===== src/rtl/sb_tx_pkg.sv =====
// Shared constants, state encoding and message lookup for the sideband
// pattern/message transmitter.
package sb_tx_pkg;

  localparam int unsigned PKT_UI_DEF = 64;
  localparam int unsigned GAP_UI_DEF = 32;

  localparam int unsigned MSG_NONE       = 0;
  localparam int unsigned MSG_SBINIT_OOR = 1;
  localparam int unsigned MSG_DONE_REQ   = 2;
  localparam int unsigned MSG_DONE_RESP  = 3;

  localparam logic [7:0] OPCODE = 8'h12;

  typedef enum logic [1:0] {
    ST_IDLE    = 2'd0,
    ST_PATTERN = 2'd1,
    ST_MSG     = 2'd2,
    ST_GAP     = 2'd3
  } tx_state_t;

  typedef struct packed {
    logic [7:0] msgcode;
    logic [7:0] subcode;
    logic       known;
  } msg_lut_t;

  function automatic msg_lut_t msg_lookup(input int unsigned code);
    msg_lut_t r;
    r = '0;
    case (code)
      MSG_SBINIT_OOR: begin r.msgcode = 8'h91; r.subcode = 8'h00; r.known = 1'b1; end
      MSG_DONE_REQ:   begin r.msgcode = 8'h95; r.subcode = 8'h01; r.known = 1'b1; end
      MSG_DONE_RESP:  begin r.msgcode = 8'h9A; r.subcode = 8'h01; r.known = 1'b1; end
      default:        r = '0;
    endcase
    return r;
  endfunction

  // Bit 63 makes the total count of ones in the packet even.
  function automatic logic even_parity(input logic [62:0] d);
    return ^d;
  endfunction

endpackage


===== src/rtl/sb_pkt_builder.sv =====
// Combinational packet assembly: encoded message code -> 64-bit sideband
// packet, plus a flag for non-zero codes with no packet definition.
module sb_pkt_builder
  import sb_tx_pkg::*;
#(
  parameter int unsigned SB_MSG_WIDTH = 4
) (
  input  logic [SB_MSG_WIDTH-1:0] i_code,
  output logic [63:0]             o_pkt,
  output logic                    o_unsupported
);

  msg_lut_t    lut;
  logic [62:0] body;

  always_comb begin
    lut           = msg_lookup(32'(i_code));
    body          = {39'd0, lut.subcode, lut.msgcode, OPCODE};
    o_pkt         = {even_parity(body), body};
    o_unsupported = (i_code != '0) && !lut.known;
  end

endmodule


===== src/rtl/sb_pattern_msg_tx.sv =====
// Sideband transmitter: sends a clock-pattern burst or an encoded message
// packet serially (LSB first), each followed by an idle gap.
module sb_pattern_msg_tx
  import sb_tx_pkg::*;
#(
  parameter int unsigned SB_MSG_WIDTH = 4,
  parameter int unsigned PKT_UI       = PKT_UI_DEF,
  parameter int unsigned GAP_UI       = GAP_UI_DEF
) (
  input  logic                    i_clk,
  input  logic                    i_rst_n,
  input  logic                    i_start_pattern_req,
  input  logic                    i_tx_msg_valid,
  input  logic [SB_MSG_WIDTH-1:0] i_encoded_SB_msg,
  output logic                    o_start_pattern_done,
  output logic                    o_SB_Busy,
  output logic                    o_falling_edge_busy,
  output logic                    o_tx_data,
  output logic                    o_tx_clk_en,
  output logic                    o_msg_err
);

  localparam int unsigned      CNT_W    = $clog2(PKT_UI + GAP_UI);
  localparam logic [CNT_W-1:0] PKT_LAST = CNT_W'(PKT_UI - 1);
  localparam logic [CNT_W-1:0] GAP_LAST = CNT_W'(GAP_UI - 1);

  tx_state_t        state, state_nxt;
  logic [CNT_W-1:0] cnt, cnt_nxt;
  logic [63:0]      shreg, shreg_nxt;
  logic             is_pat, is_pat_nxt;
  logic             data_nxt, clk_en_nxt, busy_nxt, done_nxt, fall_nxt, err_nxt;
  logic [63:0]      built_pkt;
  logic             built_unsup;

  sb_pkt_builder #(
    .SB_MSG_WIDTH(SB_MSG_WIDTH)
  ) u_pkt_builder (
    .i_code       (i_encoded_SB_msg),
    .o_pkt        (built_pkt),
    .o_unsupported(built_unsup)
  );

  // Outputs are computed one cycle ahead so every port comes from a flop;
  // bit 0 is issued at acceptance and the shift register holds the rest.
  always_comb begin
    state_nxt  = state;
    cnt_nxt    = cnt + 1'b1;
    shreg_nxt  = shreg;
    is_pat_nxt = is_pat;
    data_nxt   = 1'b0;
    clk_en_nxt = 1'b0;
    busy_nxt   = 1'b0;
    done_nxt   = 1'b0;
    fall_nxt   = 1'b0;
    err_nxt    = 1'b0;
    unique case (state)
      ST_IDLE: begin
        cnt_nxt = '0;
        if (i_start_pattern_req) begin
          state_nxt  = ST_PATTERN;
          is_pat_nxt = 1'b1;
          data_nxt   = 1'b1;
          clk_en_nxt = 1'b1;
          busy_nxt   = 1'b1;
        end else if (i_tx_msg_valid && built_unsup) begin
          err_nxt = 1'b1;
        end else if (i_tx_msg_valid && (i_encoded_SB_msg != '0)) begin
          state_nxt  = ST_MSG;
          is_pat_nxt = 1'b0;
          shreg_nxt  = built_pkt >> 1;
          data_nxt   = built_pkt[0];
          clk_en_nxt = 1'b1;
          busy_nxt   = 1'b1;
        end
      end
      ST_PATTERN: begin
        busy_nxt = 1'b1;
        if (cnt == PKT_LAST) begin
          state_nxt = ST_GAP;
          cnt_nxt   = '0;
        end else begin
          data_nxt   = cnt[0];
          clk_en_nxt = 1'b1;
        end
      end
      ST_MSG: begin
        busy_nxt = 1'b1;
        if (cnt == PKT_LAST) begin
          state_nxt = ST_GAP;
          cnt_nxt   = '0;
        end else begin
          data_nxt   = shreg[0];
          shreg_nxt  = shreg >> 1;
          clk_en_nxt = 1'b1;
        end
      end
      ST_GAP: begin
        if (cnt == GAP_LAST) begin
          state_nxt = ST_IDLE;
          cnt_nxt   = '0;
          fall_nxt  = 1'b1;
          done_nxt  = is_pat;
        end else begin
          busy_nxt = 1'b1;
        end
      end
      default: begin
        state_nxt = ST_IDLE;
        cnt_nxt   = '0;
      end
    endcase
  end

  always_ff @(posedge i_clk or negedge i_rst_n) begin
    if (!i_rst_n) begin
      state                <= ST_IDLE;
      cnt                  <= '0;
      shreg                <= '0;
      is_pat               <= 1'b0;
      o_tx_data            <= 1'b0;
      o_tx_clk_en          <= 1'b0;
      o_SB_Busy            <= 1'b0;
      o_start_pattern_done <= 1'b0;
      o_falling_edge_busy  <= 1'b0;
      o_msg_err            <= 1'b0;
    end else begin
      state                <= state_nxt;
      cnt                  <= cnt_nxt;
      shreg                <= shreg_nxt;
      is_pat               <= is_pat_nxt;
      o_tx_data            <= data_nxt;
      o_tx_clk_en          <= clk_en_nxt;
      o_SB_Busy            <= busy_nxt;
      o_start_pattern_done <= done_nxt;
      o_falling_edge_busy  <= fall_nxt;
      o_msg_err            <= err_nxt;
    end
  end

endmodule

===== config.mk =====
export PLATFORM = sky130hd
export DESIGN_NAME = sb_pattern_msg_tx
export DESIGN_NICKNAME = d
export VERILOG_FILES = /design/src/rtl/sb_tx_pkg.sv /design/src/rtl/sb_pkt_builder.sv /design/src/rtl/sb_pattern_msg_tx.sv
export SDC_FILE = /design/constraint.sdc
export NUM_CORES = 1
export LEC_CHECK = 0
export BUFFER_PORTS_ARGS = -buffer_cell sky130_fd_sc_hd__buf_4
export CORE_ASPECT_RATIO = 0.8
export CORE_UTILIZATION = 40
export DETAILED_ROUTE_END_ITERATION = 10
export HOLD_SLACK_MARGIN = 0.1
export PLACE_DENSITY = 0.56
export SYNTH_ARGS = -nofsm -noshare
export SYNTH_HDL_FRONTEND = slang
export SYNTH_SLANG_ARGS = --single-unit

===== constraint.sdc =====
create_clock -name i_clk -period 5.6 [get_ports i_clk]
set_input_delay 0.56 -clock i_clk [delete_from_list [all_inputs] [get_ports i_clk]]
set_output_delay 0.56 -clock i_clk [all_outputs]
set_load 0.005 [all_outputs]

Yosys cells after proc, flatten, opt, wreduce, memory -nomap -nowiden

Index checks and enable logic that the tools add are counted.

Bits in registers: 80
Output and inout bits: 6
Input port bits: 8

Reduce and logical (&&, ||, !) cells: 13
Equality and inequality tests: 17
Add/sub/neg operators: 1
Mux-type cells: 36

Operators with widths:

| kind                                                                  | number |
|---|---|
| 64-bit 2-to-1 mux                                                     | 4 |
| 64-bit one-hot mux with 2 select lines                                | 1 |
| 63-bit XOR reduction                                                  | 1 |
| 17-bit one-hot mux with 3 select lines                                | 1 |
| 7-bit one-hot mux with 3 select lines                                 | 1 |
| 1-bit 2-to-1 mux                                                      | 18 |
| 7-bit 2-to-1 mux                                                      | 2 |
| 2-bit inequality test, second input constant                          | 6 |
| 2-bit 2-to-1 mux                                                      | 5 |
| 4-bit by 2-bit equality test with 1-bit output, second input constant | 2 |
| 7-bit by 1-bit adder with 7-bit output, second input constant         | 1 |
| 7-bit by 5-bit equality test with 1-bit output, second input constant | 1 |
| 7-bit by 6-bit equality test with 1-bit output, second input constant | 1 |
| 3-bit inequality test, second input constant                          | 2 |
| 1-bit one-hot mux with 3 select lines                                 | 2 |
| 2-bit one-hot mux with 3 select lines                                 | 1 |
| 5-bit AND reduction                                                   | 1 |
| 2-bit equality test, second input constant                            | 2 |
| 4-bit by 1-bit equality test with 1-bit output, second input constant | 1 |
| 4-bit AND reduction                                                   | 1 |
| 2-bit nonzero test                                                    | 2 |
| 4-bit nonzero test                                                    | 1 |
| 1-bit logical AND                                                     | 3 |
| 3-bit AND reduction                                                   | 1 |
| other kinds (6)                                                       | 6 |

Logic depth before layout (Yosys ltp)

Depth in word-level cells: 8
Mapped depth: 10
Gate-level depth less buffers: 8

Modules after synthesis

From an unflattened synthesis, not the netlist that was laid out.

Cell total of the unflattened synthesis: 376
Area total of the unflattened synthesis: 4199.0 µm²

Modules (own cells, without submodules):

| module            | area each (µm²) | times used | cells each | sequential area each (µm²) |
|---|---|---|---|---|
| sb_pattern_msg_tx | 3628.5          | 1          | 298        | 1976.9 |
| sb_pkt_builder    | 570.5           | 1          | 78         | 0.0 |

Worst setup path after synthesis

OpenSTA, ideal clock, no wires.

Path kind: input to register
Start point: in i_encoded_SB_msg[3]
End point: reg shreg[20]
Cell stages on the path: 9
Data required time: 5.479 ns
Library setup time: 0.121 ns
Setup slack: 3.401 ns
Arrival: 2.078 ns
Cells stage by stage: nor2_1 > nand3_1 > ha_1 > o31ai_4 > a31oi_4 > a21o_1 > buf_4 > buf_4 > a22o_1

Longest elaborated chain between the ends: 7
Elaborated cells on any way between the ends: 12

RTL lines:

| element                                                                                                                 | line                     | text |
|---|---|---|
| start: declaration                                                                                                      | sb_pattern_msg_tx.sv:14  | `input logic [SB_MSG_WIDTH-1:0] i_encoded_SB_msg,` |
| 4-bit by 2-bit equality test with 1-bit output / 4-bit by 1-bit equality test with 1-bit output (equally long branches) | sb_tx_pkg.sv:31          | `case (code)` |
| 17-bit one-hot mux with 3 select lines                                                                                  | sb_tx_pkg.sv:31          |  |
| 1-bit zero test                                                                                                         | sb_pkt_builder.sv:20     | `o_unsupported = (i_code != '0) && !lut.known;` |
| 1-bit logical AND                                                                                                       | sb_pkt_builder.sv:20     |  |
| 1-bit logical AND                                                                                                       | sb_pattern_msg_tx.sv:65  | `end else if (i_tx_msg_valid && built_unsup) begin` |
| 2-bit inequality test (no source line)                                                                                  | --                       |  |
| 5-bit AND reduction (no source line) (*)                                                                                | --                       |  |
| end signal: assignment                                                                                                  | sb_pattern_msg_tx.sv:129 | `shreg <= shreg_nxt;` |
| end: declaration                                                                                                        | sb_pattern_msg_tx.sv:29  | `logic [63:0] shreg, shreg_nxt;` |

Every way passes the cells marked *; elsewhere a longest branch is shown, timed or not.
A chain may end at the register's enable or synchronous reset.

Worst setup path in the final report

Start point: reg state[0]
End point: reg shreg[10]

Longest elaborated chain between the ends: 3
Elaborated cells on any way between the ends: 9

RTL lines:

| element                                                                             | line                     | text |
|---|---|---|
| start: declaration                                                                  | sb_pattern_msg_tx.sv:27  | `tx_state_t state, state_nxt;` |
| start signal: assignment                                                            | sb_pattern_msg_tx.sv:127 | `state <= state_nxt;` |
| 2-bit equality test / 2-bit zero test (equally long branches)                       | sb_pattern_msg_tx.sv:56  | `unique case (state)` |
| 2-bit inequality test (no source line) / 2-bit nonzero test (equally long branches) | --                       |  |
| 5-bit AND reduction (no source line)                                                | --                       |  |

Parallel ways exist; a longest one is shown, timed or not.

==> out/metrics.yaml <==
timing:
  holdWs_ps: 351.1
  fin_crit_ps: 2567
  final-setup-viol-count: 0
  layout_setup_ws_ps: 3033
  skew_ps: 9.342
  tightest_slew_ps: 994.3
  fmax_mhz: 389.5
  rsz0062_at_grt: "false"
  min_period_over_period: 0.4585
  finalHoldViolCount: 0
  setup_tns_ps: 0
  slew_viol_final: 0
  max_slew_margin: 0.3372
clocking:
  clock_path_buffers: 2
  tritoncts: "done"
  h-tree-depth: 3
  insertion_delay_ps: 360
  clock_sinks: 79
  clk_pin_slew_ps: 90
  cts_setup_buffers: 0
  ctsResizeCount: 0
  cts_made_buffers: 9
  hold_buffers: 0
  root_buffer: "clkbuf_8"
logic_synthesis:
  syn_inst: 275
  syn_nets: 290
  synth.most_common_cell: "dfrtp_1"
  synth_area_mm2: 0.003388
  synth-seq-cells: 79
  yosysSeqAreaShare: 0.5835
  synthTopCellsByCount: "79 x dfrtp_1, 52 x a22o_1, 17 x nand2_1"
  ys_top_cells_by_area: "dfrtp_1 58%, a22o_1 13%, ha_1 2.6%"
  postSynthAreaPerCell_um2: 12.32
  yosysWarnings: 0
  synth_edf_count: 0
  yosys_most_used_dff: "dfrtp_1"
  synth_top_cell_by_area: "dfrtp_1"
  synthArstFlopShare: 1.000
  synth_top_area_frac: 0.5835
  yosysUniqueCellTypes: 46
power:
  powerDensity_mw_per_mm2: 299.9
  leakage_nw: 1.788
  ir_drop_v: 0.0001429
critical_path:
  cp-start-kind: "flop"
  critPathArrivalTime_ps: 2810
  required_ps: 5840
  crit_fanout: 54
  path_class: "reg -> reg"
  end_kind: "flop"
  r2r_setup_slack_ps: 3030
die:
  initial_core_util: 0.4206
  die_w_um: 104.9
  core_mm2: 0.008055
  row_count: 29
  dieArea_mm2: 0.008845
  die_y_um: 84.32
  pin_count: 14
place:
  port-buffer-count: 13
  hpwl_um: 3624
  dp_slack_ps: 2942
  gp_congestion: 0.7653
grt:
  antenna_found_initial: 0
  grt_pass1_vias: 2007
  grt.overflow.total: 0
  grt_max_degree: 80
  grt_use_total: 0.1542
  grt_pass1_wl_um: 10560
cells_and_area:
  drive_above_1_share: 0.1285
  diodes: 0
  fin_nets: 298
  area_delta_synth_final_pct: 10.64
routing:
  dr_total_vias: 2168
  ant_nets: 0
  drtIter0Drc: 125
  routedWlPerCell_um: 15.44
  firstDrtPassIters: 4
  routed_wl_um: 6115
  via_per_inst: 5.475
  drcViolationCount: 0
run:
  maxCapViolations: 0
worst_hold_path:
  hold_class: "in -> async"
run_status:
  status: "complete, no violations"
[flip-flops by register name, summed over array words and instances (netlist names)]
register	count
o_tx_data	1
o_falling_edge_busy	1
is_pat	1
o_msg_err	1
state	2
o_start_pattern_done	1
o_SB_Busy	1
shreg	63
o_tx_clk_en	1
cnt	7
[per-layer routing]
metal | vias up | GRT usage | part of all wire
met5 | - | 0 | 0
met4 | 0 | 0.04225 | 0.0044
met3 | 2 | 0.06056 | 0.036
met2 | 27 | 0.1902 | 0.40
met1 | 1098 | 0.2424 | 0.56
li1 | 1041 | - | -
[area by class of cell]
class                      count  area (um2)
fill                         752        4307
timing repair buffer          14       105.1
clock inverter                 7       127.6
clock buffer                   9       123.9
inverter                       8       30.03
multi-input combinational    171        1250
sequential                    79        1977
tap                          108       135.1
[cells by family after synthesis]
| kind of cell | Yosys count | share of synthesized area |
|---|---|---|
| buf+inv | 25 | 0.04764 |
| mux | 1 | 0.002954 |
| simple gates | 64 | 0.1034 |
| fa+ha+maj | 7 | 0.02585 |
| flops | 79 | 0.5835 |
| compound gates | 95 | 0.2264 |
| xor+xnor | 4 | 0.01034 |
[metrics by stage]
stage / power [mW] / instances / cell area [um2] / utilization
2_1_floorplan: 0.5885 / 275 / 3388 / -
3_3_place_gp: 0.6068 / 380 / 3497 / 0.4341
3_5_place_dp: 0.6072 / 380 / 3497 / 0.4341
4_1_cts: 1.140 / 396 / 3749 / 0.4654
5_1_grt: 1.172 / 396 / 3749 / 0.4654
6_report: 1.124 / 396 / 3749 / 0.4654
[worst max-delay path, stage by stage (launching register included)]
cell and delay (ps):
dfrtp_1 430, inv_1 130, ha_1 520, and3b_1 360, a31oi_4 140, a21o_1 180, buf_4 290, a221o_1 400
[placed cells by master (no fill, tap or decap), types with 2 or more instances in the layout]
cell type / netlist / layout
o22a_1: 3 / 3
inv_6: 0 / 2
a22o_1: 52 / 52
nand3b_1: 2 / 2
bufinv_16: 0 / 3
o22ai_1: 2 / 2
nand2_1: 17 / 17
nand3_1: 9 / 9
nor2b_1: 2 / 2
ha_1: 7 / 7
and3_1: 4 / 4
xor2_1: 2 / 2
xnor2_1: 2 / 2
nor2_1: 8 / 8
a221o_1: 4 / 4
nor3_1: 4 / 4
or3_1: 4 / 4
a21o_1: 2 / 2
dfrtp_1: 79 / 79
nand2b_1: 2 / 2
clkbuf_8: 0 / 9
inv_1: 8 / 8
and2_1: 2 / 2
o21ai_0: 8 / 8
a21oi_1: 13 / 13
a211oi_1: 2 / 2
buf_4: 6 / 14
[where the power goes]
| group | switching, mW | internal, mW |
|---|---|---|
| combinational | 0.0182 | 0.00677 |
| sequential | 0 | 0.570 |
| clock | 0.226 | 0.303 |
| total | 0.245 | 0.880 |
[final timing paths]
path	start	endpoint	depth (start not counted)
worst max register to register	state[0]	shreg[10]	7
worst min register to register	shreg[61]	shreg[61]	2
max in group asynchronous	i_rst_n	shreg[60]	1
worst min-delay path	i_rst_n	shreg[26]	1
worst max-delay path	state[0]	shreg[10]	7
min in group i_clk	shreg[61]	shreg[61]	2
Note: power is estimated with default switching activity, not from simulation.
